===== src/rtl/segment_pkg.sv =====
// Shared types and constants for the segment translation unit.
package segment_pkg;

    localparam int unsigned SEG_ES = 0;
    localparam int unsigned SEG_CS = 1;
    localparam int unsigned SEG_SS = 2;
    localparam int unsigned SEG_DS = 3;
    localparam int unsigned SEG_FS = 4;
    localparam int unsigned SEG_GS = 5;

    // Bit positions inside the high descriptor dword
    localparam int unsigned DESC_G_BIT = 23;
    localparam int unsigned DESC_P_BIT = 15;
    localparam int unsigned DESC_BASE_HI_MSB = 31;
    localparam int unsigned DESC_BASE_HI_LSB = 24;
    localparam int unsigned DESC_BASE_MID_MSB = 7;
    localparam int unsigned DESC_LIMIT_HI_MSB = 19;
    localparam int unsigned DESC_LIMIT_HI_LSB = 16;

    localparam logic [31:0] REAL_LIMIT = 32'h0000_FFFF;

    typedef enum logic [1:0] {
        ST_IDLE,
        ST_FETCH_LO,
        ST_FETCH_HI,
        ST_COMMIT
    } load_state_e;

    typedef struct packed {
        logic [31:0] base;
        logic [31:0] limit;
        logic        valid;
    } seg_reg_t;

    localparam seg_reg_t SEG_RESET = '{base: 32'h0, limit: REAL_LIMIT, valid: 1'b1};

endpackage


===== src/rtl/segment_unit_if.sv =====
// Load, descriptor-fetch and translation signals of the segment unit.
interface segment_unit_if #(
    parameter int unsigned SEG_IDX_W  = 3,
    parameter int unsigned ADDR_WIDTH = 32
);
    logic                  mode_protected;
    logic [31:0]           gdt_base;
    logic                  load_valid;
    logic                  load_ready;
    logic [SEG_IDX_W-1:0]  load_seg;
    logic [15:0]           load_selector;
    logic                  load_done;
    logic                  load_fault;
    logic                  desc_req;
    logic [31:0]           desc_addr;
    logic                  desc_ack;
    logic [31:0]           desc_data;
    logic                  xlat_valid;
    logic [SEG_IDX_W-1:0]  xlat_seg;
    logic [31:0]           xlat_offset;
    logic [1:0]            xlat_size;
    logic                  out_valid;
    logic [ADDR_WIDTH-1:0] out_linear;
    logic                  out_fault;

    modport master (
        output mode_protected, gdt_base, load_valid, load_seg, load_selector,
               desc_ack, desc_data, xlat_valid, xlat_seg, xlat_offset, xlat_size,
        input  load_ready, load_done, load_fault, desc_req, desc_addr,
               out_valid, out_linear, out_fault
    );

    modport slave (
        input  mode_protected, gdt_base, load_valid, load_seg, load_selector,
               desc_ack, desc_data, xlat_valid, xlat_seg, xlat_offset, xlat_size,
        output load_ready, load_done, load_fault, desc_req, desc_addr,
               out_valid, out_linear, out_fault
    );
endinterface


===== src/rtl/segment_descriptor_decode.sv =====
// Combinational decode of an 8-byte GDT descriptor into base, limit and present.
module segment_descriptor_decode
    import segment_pkg::*;
(
    input  logic [31:0] i_lo,
    input  logic [31:0] i_hi,
    output logic [31:0] o_base_c,
    output logic [31:0] o_limit_c,
    output logic        o_present_c
);
    logic [19:0] w_limit20;
    logic        w_unused_bits;

    always_comb begin
        o_base_c    = {i_hi[DESC_BASE_HI_MSB:DESC_BASE_HI_LSB], i_hi[DESC_BASE_MID_MSB:0], i_lo[31:16]};
        w_limit20   = {i_hi[DESC_LIMIT_HI_MSB:DESC_LIMIT_HI_LSB], i_lo[15:0]};
        // Granularity scales the 20-bit limit to 4 KiB pages
        o_limit_c   = i_hi[DESC_G_BIT] ? {w_limit20, 12'hFFF} : {12'h000, w_limit20};
        o_present_c = i_hi[DESC_P_BIT];
    end

    // Type/DPL/AVL/D-B fields are not used by this unit
    assign w_unused_bits = ^{i_hi[22:20], i_hi[14:8]};

endmodule


===== src/rtl/segment_unit.sv =====
// Segment register file with real/protected-mode loader and 1-cycle pipelined translation.
module segment_unit
    import segment_pkg::*;
#(
    parameter int unsigned SEG_COUNT  = 6,
    parameter int unsigned ADDR_WIDTH = 32,
    parameter int unsigned SEG_IDX_W  = $clog2(SEG_COUNT)
) (
    input  logic         clk,
    input  logic         reset_n,
    segment_unit_if.slave bus
);
    load_state_e           r_state;
    load_state_e           w_next_state;

    seg_reg_t              r_segs [SEG_COUNT];

    logic [SEG_IDX_W-1:0]  r_seg;
    logic [15:0]           r_selector;
    logic                  r_prot;
    logic                  r_null;
    logic [31:0]           r_lo;
    logic [31:0]           r_hi;
    logic [31:0]           r_desc_addr;
    logic                  r_desc_req;
    logic                  r_load_ready;
    logic                  r_load_done;
    logic                  r_load_fault;

    logic                  r_out_valid;
    logic [ADDR_WIDTH-1:0] r_out_linear;
    logic                  r_out_fault;

    logic                  w_accept;
    logic                  w_commit_we;
    logic                  w_commit_inval;
    logic                  w_commit_fault;
    seg_reg_t              w_commit_val;
    logic [31:0]           w_dec_base;
    logic [31:0]           w_dec_limit;
    logic                  w_dec_present;

    logic                  w_xseg_ok;
    seg_reg_t              w_xent;
    logic [32:0]           w_xend;
    logic [31:0]           w_xlin;
    logic                  w_xfault;

    segment_descriptor_decode u_decode (
        .i_lo        (r_lo),
        .i_hi        (r_hi),
        .o_base_c    (w_dec_base),
        .o_limit_c   (w_dec_limit),
        .o_present_c (w_dec_present)
    );

    assign w_accept = (r_state == ST_IDLE) && bus.load_valid;

    always_ff @(posedge clk or negedge reset_n) begin
        if (!reset_n) r_state <= ST_IDLE;
        else          r_state <= w_next_state;
    end

    // Next state plus the commit decision taken in COMMIT
    always_comb begin
        w_next_state   = r_state;
        w_commit_we    = 1'b0;
        w_commit_inval = 1'b0;
        w_commit_fault = 1'b0;
        w_commit_val   = SEG_RESET;
        unique case (r_state)
            ST_IDLE: begin
                if (bus.load_valid) begin
                    if (bus.mode_protected && (bus.load_selector[15:3] != 13'h0))
                        w_next_state = ST_FETCH_LO;
                    else
                        w_next_state = ST_COMMIT;
                end
            end
            ST_FETCH_LO: if (bus.desc_ack) w_next_state = ST_FETCH_HI;
            ST_FETCH_HI: if (bus.desc_ack) w_next_state = ST_COMMIT;
            ST_COMMIT: begin
                w_next_state = ST_IDLE;
                if (32'(r_seg) >= SEG_COUNT) begin
                    w_commit_fault = 1'b1;
                end else if (!r_prot) begin
                    w_commit_we  = 1'b1;
                    w_commit_val = '{base: {12'h000, r_selector, 4'h0}, limit: REAL_LIMIT, valid: 1'b1};
                end else if (r_null) begin
                    w_commit_we    = 1'b1;
                    w_commit_inval = 1'b1;
                end else if (!w_dec_present) begin
                    w_commit_fault = 1'b1;
                end else begin
                    w_commit_we  = 1'b1;
                    w_commit_val = '{base: w_dec_base, limit: w_dec_limit, valid: 1'b1};
                end
            end
            default: w_next_state = ST_IDLE;
        endcase
    end

    // Load capture, descriptor bus and handshake outputs
    always_ff @(posedge clk or negedge reset_n) begin
        if (!reset_n) begin
            r_seg        <= '0;
            r_selector   <= 16'h0;
            r_prot       <= 1'b0;
            r_null       <= 1'b0;
            r_lo         <= 32'h0;
            r_hi         <= 32'h0;
            r_desc_addr  <= 32'h0;
            r_desc_req   <= 1'b0;
            r_load_ready <= 1'b1;
            r_load_done  <= 1'b0;
            r_load_fault <= 1'b0;
        end else begin
            r_load_ready <= (w_next_state == ST_IDLE);
            r_load_done  <= (r_state == ST_COMMIT);
            r_load_fault <= w_commit_fault;
            r_desc_req   <= (w_next_state == ST_FETCH_LO) || (w_next_state == ST_FETCH_HI);
            if (w_accept) begin
                r_seg      <= bus.load_seg;
                r_selector <= bus.load_selector;
                r_prot     <= bus.mode_protected;
                r_null     <= (bus.load_selector[15:3] == 13'h0);
                if (w_next_state == ST_FETCH_LO)
                    r_desc_addr <= bus.gdt_base + 32'({bus.load_selector[15:3], 3'b000});
            end
            if ((r_state == ST_FETCH_LO) && bus.desc_ack) begin
                r_lo        <= bus.desc_data;
                r_desc_addr <= r_desc_addr + 32'd4;
            end
            if ((r_state == ST_FETCH_HI) && bus.desc_ack)
                r_hi <= bus.desc_data;
        end
    end

    // Segment register file; a null load only clears the valid bit
    always_ff @(posedge clk or negedge reset_n) begin
        if (!reset_n) begin
            for (int unsigned i = 0; i < SEG_COUNT; i++) r_segs[i] <= SEG_RESET;
        end else if (w_commit_we) begin
            for (int unsigned i = 0; i < SEG_COUNT; i++) begin
                if (r_seg == SEG_IDX_W'(i)) begin
                    if (w_commit_inval) r_segs[i].valid <= 1'b0;
                    else                r_segs[i]       <= w_commit_val;
                end
            end
        end
    end

    always_comb begin
        w_xseg_ok = (32'(bus.xlat_seg) < SEG_COUNT);
        w_xent    = w_xseg_ok ? r_segs[bus.xlat_seg] : '0;
        w_xend    = {1'b0, bus.xlat_offset} + 33'(bus.xlat_size);
        w_xlin    = w_xent.base + bus.xlat_offset;
        w_xfault  = !w_xseg_ok || (w_xend > {1'b0, w_xent.limit}) ||
                    (bus.mode_protected && !w_xent.valid);
    end

    // Translation pipeline stage; reads pre-commit register values
    always_ff @(posedge clk or negedge reset_n) begin
        if (!reset_n) begin
            r_out_valid  <= 1'b0;
            r_out_linear <= '0;
            r_out_fault  <= 1'b0;
        end else begin
            r_out_valid <= bus.xlat_valid;
            r_out_fault <= bus.xlat_valid && w_xfault;
            if (bus.xlat_valid) r_out_linear <= ADDR_WIDTH'(w_xlin);
        end
    end

    assign bus.load_ready = r_load_ready;
    assign bus.load_done  = r_load_done;
    assign bus.load_fault = r_load_fault;
    assign bus.desc_req   = r_desc_req;
    assign bus.desc_addr  = r_desc_addr;
    assign bus.out_valid  = r_out_valid;
    assign bus.out_linear = r_out_linear;
    assign bus.out_fault  = r_out_fault;

endmodule

===== src/flat_wrapper.sv =====
// flat-port wrapper written by rule: the top's interface ports become plain ports
module segment_unit_flat import segment_pkg::*;
#(
    parameter int unsigned SEG_COUNT  = 6,
    parameter int unsigned ADDR_WIDTH = 32,
    parameter int unsigned SEG_IDX_W  = $clog2(SEG_COUNT)
)
  (clk, reset_n, bus_mode_protected, bus_gdt_base, bus_load_valid, bus_load_seg, bus_load_selector, bus_desc_ack, bus_desc_data, bus_xlat_valid, bus_xlat_seg, bus_xlat_offset, bus_xlat_size, bus_load_ready, bus_load_done, bus_load_fault, bus_desc_req, bus_desc_addr, bus_out_valid, bus_out_linear, bus_out_fault);
  segment_unit_if #(.SEG_IDX_W(SEG_IDX_W), .ADDR_WIDTH(ADDR_WIDTH)) bus_i ();
  input  logic clk;
  input  logic reset_n;
  input wire logic [$bits(bus_i.mode_protected)-1:0] bus_mode_protected;
  input wire logic [$bits(bus_i.gdt_base)-1:0] bus_gdt_base;
  input wire logic [$bits(bus_i.load_valid)-1:0] bus_load_valid;
  input wire logic [$bits(bus_i.load_seg)-1:0] bus_load_seg;
  input wire logic [$bits(bus_i.load_selector)-1:0] bus_load_selector;
  input wire logic [$bits(bus_i.desc_ack)-1:0] bus_desc_ack;
  input wire logic [$bits(bus_i.desc_data)-1:0] bus_desc_data;
  input wire logic [$bits(bus_i.xlat_valid)-1:0] bus_xlat_valid;
  input wire logic [$bits(bus_i.xlat_seg)-1:0] bus_xlat_seg;
  input wire logic [$bits(bus_i.xlat_offset)-1:0] bus_xlat_offset;
  input wire logic [$bits(bus_i.xlat_size)-1:0] bus_xlat_size;
  output wire logic [$bits(bus_i.load_ready)-1:0] bus_load_ready;
  output wire logic [$bits(bus_i.load_done)-1:0] bus_load_done;
  output wire logic [$bits(bus_i.load_fault)-1:0] bus_load_fault;
  output wire logic [$bits(bus_i.desc_req)-1:0] bus_desc_req;
  output wire logic [$bits(bus_i.desc_addr)-1:0] bus_desc_addr;
  output wire logic [$bits(bus_i.out_valid)-1:0] bus_out_valid;
  output wire logic [$bits(bus_i.out_linear)-1:0] bus_out_linear;
  output wire logic [$bits(bus_i.out_fault)-1:0] bus_out_fault;
  assign bus_i.mode_protected = bus_mode_protected;
  assign bus_i.gdt_base = bus_gdt_base;
  assign bus_i.load_valid = bus_load_valid;
  assign bus_i.load_seg = bus_load_seg;
  assign bus_i.load_selector = bus_load_selector;
  assign bus_i.desc_ack = bus_desc_ack;
  assign bus_i.desc_data = bus_desc_data;
  assign bus_i.xlat_valid = bus_xlat_valid;
  assign bus_i.xlat_seg = bus_xlat_seg;
  assign bus_i.xlat_offset = bus_xlat_offset;
  assign bus_i.xlat_size = bus_xlat_size;
  assign bus_load_ready = bus_i.load_ready;
  assign bus_load_done = bus_i.load_done;
  assign bus_load_fault = bus_i.load_fault;
  assign bus_desc_req = bus_i.desc_req;
  assign bus_desc_addr = bus_i.desc_addr;
  assign bus_out_valid = bus_i.out_valid;
  assign bus_out_linear = bus_i.out_linear;
  assign bus_out_fault = bus_i.out_fault;
  segment_unit #(.SEG_COUNT(SEG_COUNT), .ADDR_WIDTH(ADDR_WIDTH), .SEG_IDX_W(SEG_IDX_W)) u_core (.clk(clk), .reset_n(reset_n), .bus(bus_i));
endmodule

===== config.mk =====
export PLATFORM = sky130hd
export DESIGN_NAME = segment_unit_flat
export DESIGN_NICKNAME = d
export VERILOG_FILES = /design/src/rtl/segment_pkg.sv /design/src/rtl/segment_unit_if.sv /design/src/rtl/segment_descriptor_decode.sv /design/src/rtl/segment_unit.sv /design/src/flat_wrapper.sv
export SDC_FILE = /design/constraint.sdc
export NUM_CORES = 1
export LEC_CHECK = 0
export BUFFER_PORTS_ARGS = -buffer_cell sky130_fd_sc_hd__buf_2
export CORE_ASPECT_RATIO = 1.1
export CORE_MARGIN = 8
export CORE_UTILIZATION = 35
export CTS_BUF_LIST = sky130_fd_sc_hd__clkbuf_8
export CTS_CLUSTER_SIZE = 28
export DETAILED_ROUTE_END_ITERATION = 7
export HOLD_SLACK_MARGIN = 0.08
export PLACE_DENSITY_LB_ADDON = 0.2
export SETUP_SLACK_MARGIN = 0.4
export SLEW_MARGIN = 0
export SYNTH_ARGS = -nofsm -noshare
export SYNTH_HDL_FRONTEND = slang
export SYNTH_SLANG_ARGS = --single-unit

===== constraint.sdc =====
create_clock -name clk -period 8.6 [get_ports clk]
set_input_delay 1.29 -clock clk [delete_from_list [all_inputs] [get_ports clk]]
set_output_delay 1.29 -clock clk [all_outputs]
set_load 0.05 [all_outputs]

==> impl_metrics.ini, run 1 <==
[synth]
syn_area_per_cell_um2 = 9.85
synthFlopType = dfrtp_1
yosysTopAreaCell = dfrtp_1
syn_nets = 2951
yosysMostFrequentCell = nand2_1
syn_inst = 2741
synth_edf_count = 0
synth_top_area_share = 0.402
ys_ff_latch = 537
yosysWarningCount = 0
synthArstFlopShare = 1.00
yosysSeqAreaShare = 0.503
syn-cell-area_mm2 = 0.0270
netlist_top_cells_area = dfrtp_1 (40%), dfstp_2 (10%), nand2_1 (8.7%)
netlist_top_cells_count = nand2_1 (627), o21ai_0 (470), dfrtp_1 (434)
synth_cell_types = 71

[global_routing]
grt_pass1_wl_mm = 128
grt_pass1_vias = 21400
grt_use_total = 0.189
gr-total-overflow = 0
grt_max_degree = 157
antenna_found_initial = 15

[cts]
clock_sinks = 537
cts-htree-levels = 3
numCtsBuffers = 95
hold_buffers = 0
clockRootBuffer = clkbuf_8
cts_tree = yes
clk_path_buf_depth = 3
clkLatencyLatePin_ns = 0.71
clk_pin_slew_worst_paths_ns = 0.05
post-cts-setup-buffers = 0
cts_resized = 0

[placed_design]
dp_hpwl_mm = 55.4
portBuffers = 195
globalplace.congestion = 0.893
place_area_mm2 = 0.0290
place_inst = 3832
dp_slack_ns = 2.99

[drt]
vias_per_cell = 5.22
drt_iter0_markers = 1475
drc_errors = 0
wl_mm = 82.4
ant_nets = 0
avgRoutedWirePerCell_um = 20.5
firstDrtPassIters = 6
vias = 20900

[setup_path]
timing_worst_setup_path_type = input port to flop
cp_slowest_cell = clkbuf_8
crit_path_max_fanout = 65
crit_path_max_incr_delay_ns = 0.61
worst_ep_arrival_time_ns = 5.43
critPathRequiredTime_ns = 9.18
cp-start-kind = input port
cp-end-kind = flop
crit_chain = clkbuf_8, buf_12, mux4_2, nand2_1, o21ai_0, ha_1, and3_1, nand4_1, o41ai_4, a21boi_2, o31ai_2, xor2_1, mux2_2

[die]
die_h_um = 307
core_area_mm2 = 0.0770
io_pins = 196
initial_core_util = 0.351
dieWidth_um = 281
fp-row-count = 107
dieArea_mm2 = 0.0863

[sta]
hold_violations = 0
worst_pin_slew_ns = 1.00
setup-violations-final = 0
period_needed_ns = 4.86
worst_slack_ns = 3.74
final.setup.tns_ns = 0
skew_ns = 0.0475
rsz0062_at_grt = no
fmax_ghz = 0.206
max-slew-margin-rel = 0.333
finalMaxSlewViolations = 0
fin_crit_sh = 0.565
hold_ws_ns = 0.458

[final_layout]
syn2layout_area_growth_pct = 14.2
stdcell_count = 4011
nets = 3104
final_cell_area_mm2 = 0.0308
drive_above_1_share = 0.206
final_core_util = 0.400

[pwr]
switching_share = 0.377
clock_power_share = 0.257
p_int_mw = 5.57
total_power_mw = 8.95
vdd_drop_max_mv = 0.233
power.density_mw_per_mm2 = 290
seqPwrFrac = 0.442
p_leak_nw = 13.7
p_switching_mw = 3.37
comb_power_share = 0.301

[run_status]
outcome = finished clean

[hold_path]
hold_class = flop to flop

[job]
maxCapViolCount = 0
==> final timing paths <==
check | start | endpoint | slack (ns) | cells past startpoint
setup / recovery | bus_xlat_seg[0] | u_core.bus.out_linear[28]$_DFFE_PN0P_ | 3.74 | 13
hold / removal | u_core.r_segs[0]$_DFFE_PN1P_ | u_core.r_segs[0]$_DFFE_PN1P_ | 0.46 | 2
setup reg to reg | u_core.r_segs[33]$_DFFE_PN0P_ | u_core.bus.out_linear[28]$_DFFE_PN0P_ | 5.06 | 13
hold reg to reg | u_core.r_segs[0]$_DFFE_PN1P_ | u_core.r_segs[0]$_DFFE_PN1P_ | 0.46 | 2
max in group asynchronous | reset_n | u_core.bus.out_linear[18]$_DFFE_PN0P_ | 6.03 | 3
min in group asynchronous | reset_n | u_core.r_segs[228]$_DFFE_PN0P_ | 0.62 | 1
==> metal layers <==
| layer | routed length, µm | share of wire | GRT usage |
|---|---|---|---|
| met1 | 37400 | 0.45 | 0.253 |
| met2 | 37900 | 0.46 | 0.305 |
| met3 | 5000 | 0.061 | 0.0445 |
| met4 | 1990 | 0.024 | 0.0555 |
| met5 | 118 | 0.0014 | 0 |
==> power groups by stage <==
stage	sequential [mW]	clock [mW]	combinational, mW
detailed placement	3.99	0	2.72
global placement	3.96	0	2.67
finish	3.95	2.30	2.70
floorplan	4.22	0	1.53
global route	4.05	2.49	2.99
CTS	3.95	2.37	2.73
==> registers in the layout, summed over array words and instances (netlist names) <==
name                   flops
u_core.bus.desc_addr      32
u_core.bus.desc_req        1
u_core.bus.load_done       1
u_core.bus.load_fault      1
u_core.bus.load_ready      1
u_core.bus.out_fault       1
u_core.bus.out_linear     32
u_core.bus.out_valid       1
u_core.r_hi               22
u_core.r_lo               32
u_core.r_null              1
u_core.r_prot              1
u_core.r_seg               3
u_core.r_segs            390
u_core.r_selector         16
u_core.r_state             2
==> cell usage in the layout (no fill, tap or decap), types with 6 or more instances in the layout <==
master    count
a21o_1       27
mux4_2       65
nor2b_1      12
nand3_1      38
o21a_1       17
and3_1       13
a22oi_1      16
xnor2_1      54
o21ai_0     470
inv_1        83
dfrtp_1     434
xor2_1       23
nand4_1      32
clkbuf_8    112
a31oi_1      10
a21oi_1     114
buf_4        21
mux2_2       71
o211ai_1     15
or2_2         6
and4_1        7
nor3_1       19
a211oi_1     16
nand2_1     625
ha_1         81
buf_2       192
dfstp_2     103
mux2i_1      68
nor2_1      106
and2_1       10
==> worst max-delay path: cells and delay by family <==
kind                     cells  cell delay (ns)
AO/OA/AOI/OAI                4             1.14
buffers and inverters        2             1.01
multiplexers                 2             0.80
AND/OR/NAND/NOR              3             0.53
adder cells (fa/ha/maj)      1             0.46
XOR/XNOR                     1             0.09
==> cell type report <==
class,count,area (µm²)
fillers,7673,46200
inverters,33,124
clock inverters,64,320
multi-input cells,2007,12700
flip-flops and latches,537,13600
diodes,4,10.0
well taps,1035,1290
repair buffers,220,1250
clock buffers,111,1530
==> logic make-up after synthesis <==
group | Yosys count | synth area share
simple gates | 898 | 0.139
xor+xnor | 77 | 0.0250
mux | 204 | 0.109
compound gates | 744 | 0.156
fa+ha+maj | 84 | 0.0398
buf+inv | 197 | 0.0282
flops | 537 | 0.503
Power figures use the tool's default switching activity.
==> run 2: changes to the inputs <==
- clock period: 8.6 -> 4.9 ns (I/O delays scaled with it)
==> run 2 against run 1 <==
Die area is the same; via count grew 1.6%; non-clock buffer count grew 20; register-to-register slack lost 3.6 ns; critical path depth is the same; highest routed layer unchanged; count of clock-buffer cells in the layout grew 8; sequential share of layout area shrank 0.41 points; clock skew grew 0.0024 ns; sequential power grew 75%; flip-flop and latch count is the same; largest cell class unchanged; utilization grew 0.37 points.
==> impl_metrics.ini, run 2 (synthesized netlist as in run 1, its figures left out) <==
[sta]
final.setup.tns_ns = 0
finalMaxSlewViolations = 0
skew_ns = 0.0499
rsz0062_at_grt = no
hold_ws_ns = 0.122
setup-violations-final = 0
period_needed_ns = 3.76
worst_pin_slew_ns = 0.954
fmax_ghz = 0.266
fin_crit_sh = 0.766
worst_slack_ns = 1.14
hold_violations = 0
max-slew-margin-rel = 0.364

[cts]
clock_sinks = 537
clk_path_buf_depth = 3
hold_buffers = 0
clk_pin_slew_worst_paths_ns = 0.07
numCtsBuffers = 95
clkLatencyLatePin_ns = 0.71
post-cts-setup-buffers = 0
cts-htree-levels = 3
clockRootBuffer = clkbuf_8
cts_tree = yes
cts_resized = 0

[setup_path]
cp-end-kind = flop
crit_path_max_fanout = 25
reg2reg_slack_ns = 1.49
timing_worst_setup_path_type = input port to flop
critPathCapture = u_core.bus.out_linear[25]$_DFFE_PN0P_
rr_worst_depth = 12
cp-start-kind = input port
critPathRequiredTime_ns = 5.48
rr_endpoint = u_core.bus.out_linear[25]$_DFFE_PN0P_
r2r_start = u_core.r_segs[164]$_DFFE_PN0P_
worst_ep_arrival_time_ns = 4.34
crit_start = bus_xlat_seg[0]

[pwr]
clock_power_share = 0.261
power.density_mw_per_mm2 = 510
p_leak_nw = 13.8
comb_power_share = 0.303
p_switching_mw = 5.96
seqPwrFrac = 0.437
total_power_mw = 15.9
vdd_drop_max_mv = 0.457
switching_share = 0.376
p_int_mw = 9.89

[final_layout]
top_register = u_core.r_segs
syn2layout_area_growth_pct = 15.2
drive_above_1_share = 0.216
largest_reg_flops = 390
stdcell_count = 4032
mostFrequentLayoutCells = nand2_1 (625), o21ai_0 (470), dfrtp_1 (434), buf_2 (192), clkbuf_8 (120)
final_common_cell = nand2_1
nets = 3124

[global_routing]
grt_pass1_wl_mm = 130
grt_pass1_vias = 21900
grt_max_degree = 130
gr-total-overflow = 0
antenna_found_initial = 13
grt_use_total = 0.192

[run_status]
outcome = finished clean

[drt]
avgRoutedWirePerCell_um = 20.7
wl_mm = 83.4
drt_iter0_markers = 1317
firstDrtPassIters = 5
vias_per_cell = 5.27
drc_errors = 0
ant_nets = 0
vias = 21300

[placed_design]
dp_hpwl_mm = 57.6
globalplace.congestion = 0.885
dp_slack_ns = 0.484
place_inst = 3852
portBuffers = 195

[die]
dieArea_mm2 = 0.0863
dieWidth_um = 281
fp-row-count = 107
io_pins = 196
die_h_um = 307
core_area_mm2 = 0.0770
initial_core_util = 0.351

[job]
maxCapViolCount = 0

[hold_path]
hold_class = input port to asynchronous set/reset pin
==> run 2: cell types whose count changed in the layout (fill, tap and decap cells not counted), moves of 2 or more <==
| cell | previous run | this run |
|---|---|---|
| clkinv_2 | 4 | 10 |
| buf_4 | 21 | 35 |
| buf_12 | 5 | 11 |
| inv_1 | 83 | 70 |
| inv_6 | 2 | 4 |
| clkbuf_8 | 112 | 120 |
==> run 2: power groups by stage <==
stage | clock (mW) | sequential [mW] | combinational, mW
detailed placement | 0 | 6.99 | 4.84
CTS | 4.28 | 6.92 | 4.86
global placement | 0 | 6.92 | 4.74
global route | 4.48 | 7.09 | 5.32
finish | 4.14 | 6.92 | 4.80
floorplan | 0 | 7.41 | 2.69
==> run 2: worst max-delay path: stages <==
cell and delay [ns]:
clkbuf_8 0.22, buf_12 0.25, buf_4 0.38, mux2i_1 0.12, o21ai_0 0.54, ha_1 0.43
a21o_1 0.25, a2111o_1 0.37, o21ai_0 0.24, a31oi_1 0.17, a31oi_1 0.24, xnor2_1 0.09
mux2_2 0.26
==> run 2: final cells by class <==
cell class | instances | area (µm²)
antenna | 5 | 12.5
clock inverter | 56 | 270
sequential | 537 | 13600
fill | 7627 | 45900
inverter | 33 | 124
timing repair buffer | 240 | 1470
multi-input combinational | 2007 | 12700
tap | 1035 | 1290
clock buffer | 119 | 1640
==> run 2: how the worst min path moves through the flow <==
stage | startpoint | end | slack, ns
5_1_grt | reset_n | u_core.r_lo[4]$_DFFE_PN0P_ | 0.13
6_report | reset_n | u_core.r_lo[4]$_DFFE_PN0P_ | 0.12
4_1_cts | reset_n | u_core.r_lo[4]$_DFFE_PN0P_ | 0.11
3_5_place_dp | u_core.r_segs[0]$_DFFE_PN1P_ | u_core.r_segs[0]$_DFFE_PN1P_ | 0.45
3_3_place_gp | u_core.r_segs[0]$_DFFE_PN1P_ | u_core.r_segs[0]$_DFFE_PN1P_ | 0.45
2_1_floorplan | reset_n | u_core.bus.desc_addr[0]$_DFFE_PN0P_ | 0.44
==> run 2: layer usage <==
layer	up-vias	wire [µm]	GRT usage	part of all wire
li1	9999	-	-	-
met1	10500	37300	0.255	0.45
met2	599	39000	0.315	0.47
met3	141	4840	0.0392	0.058
met4	14	2200	0.0612	0.026
met5	-	95	0	0.0011
==> run 2: per-stage QoR <==
stage / area, µm² / util
6_report: 31100 / 0.404
5_1_grt: 31100 / 0.404
4_1_cts: 31100 / 0.404
3_5_place_dp: 29200 / 0.379
3_3_place_gp: 29200 / 0.379
2_1_floorplan: 27000 / -
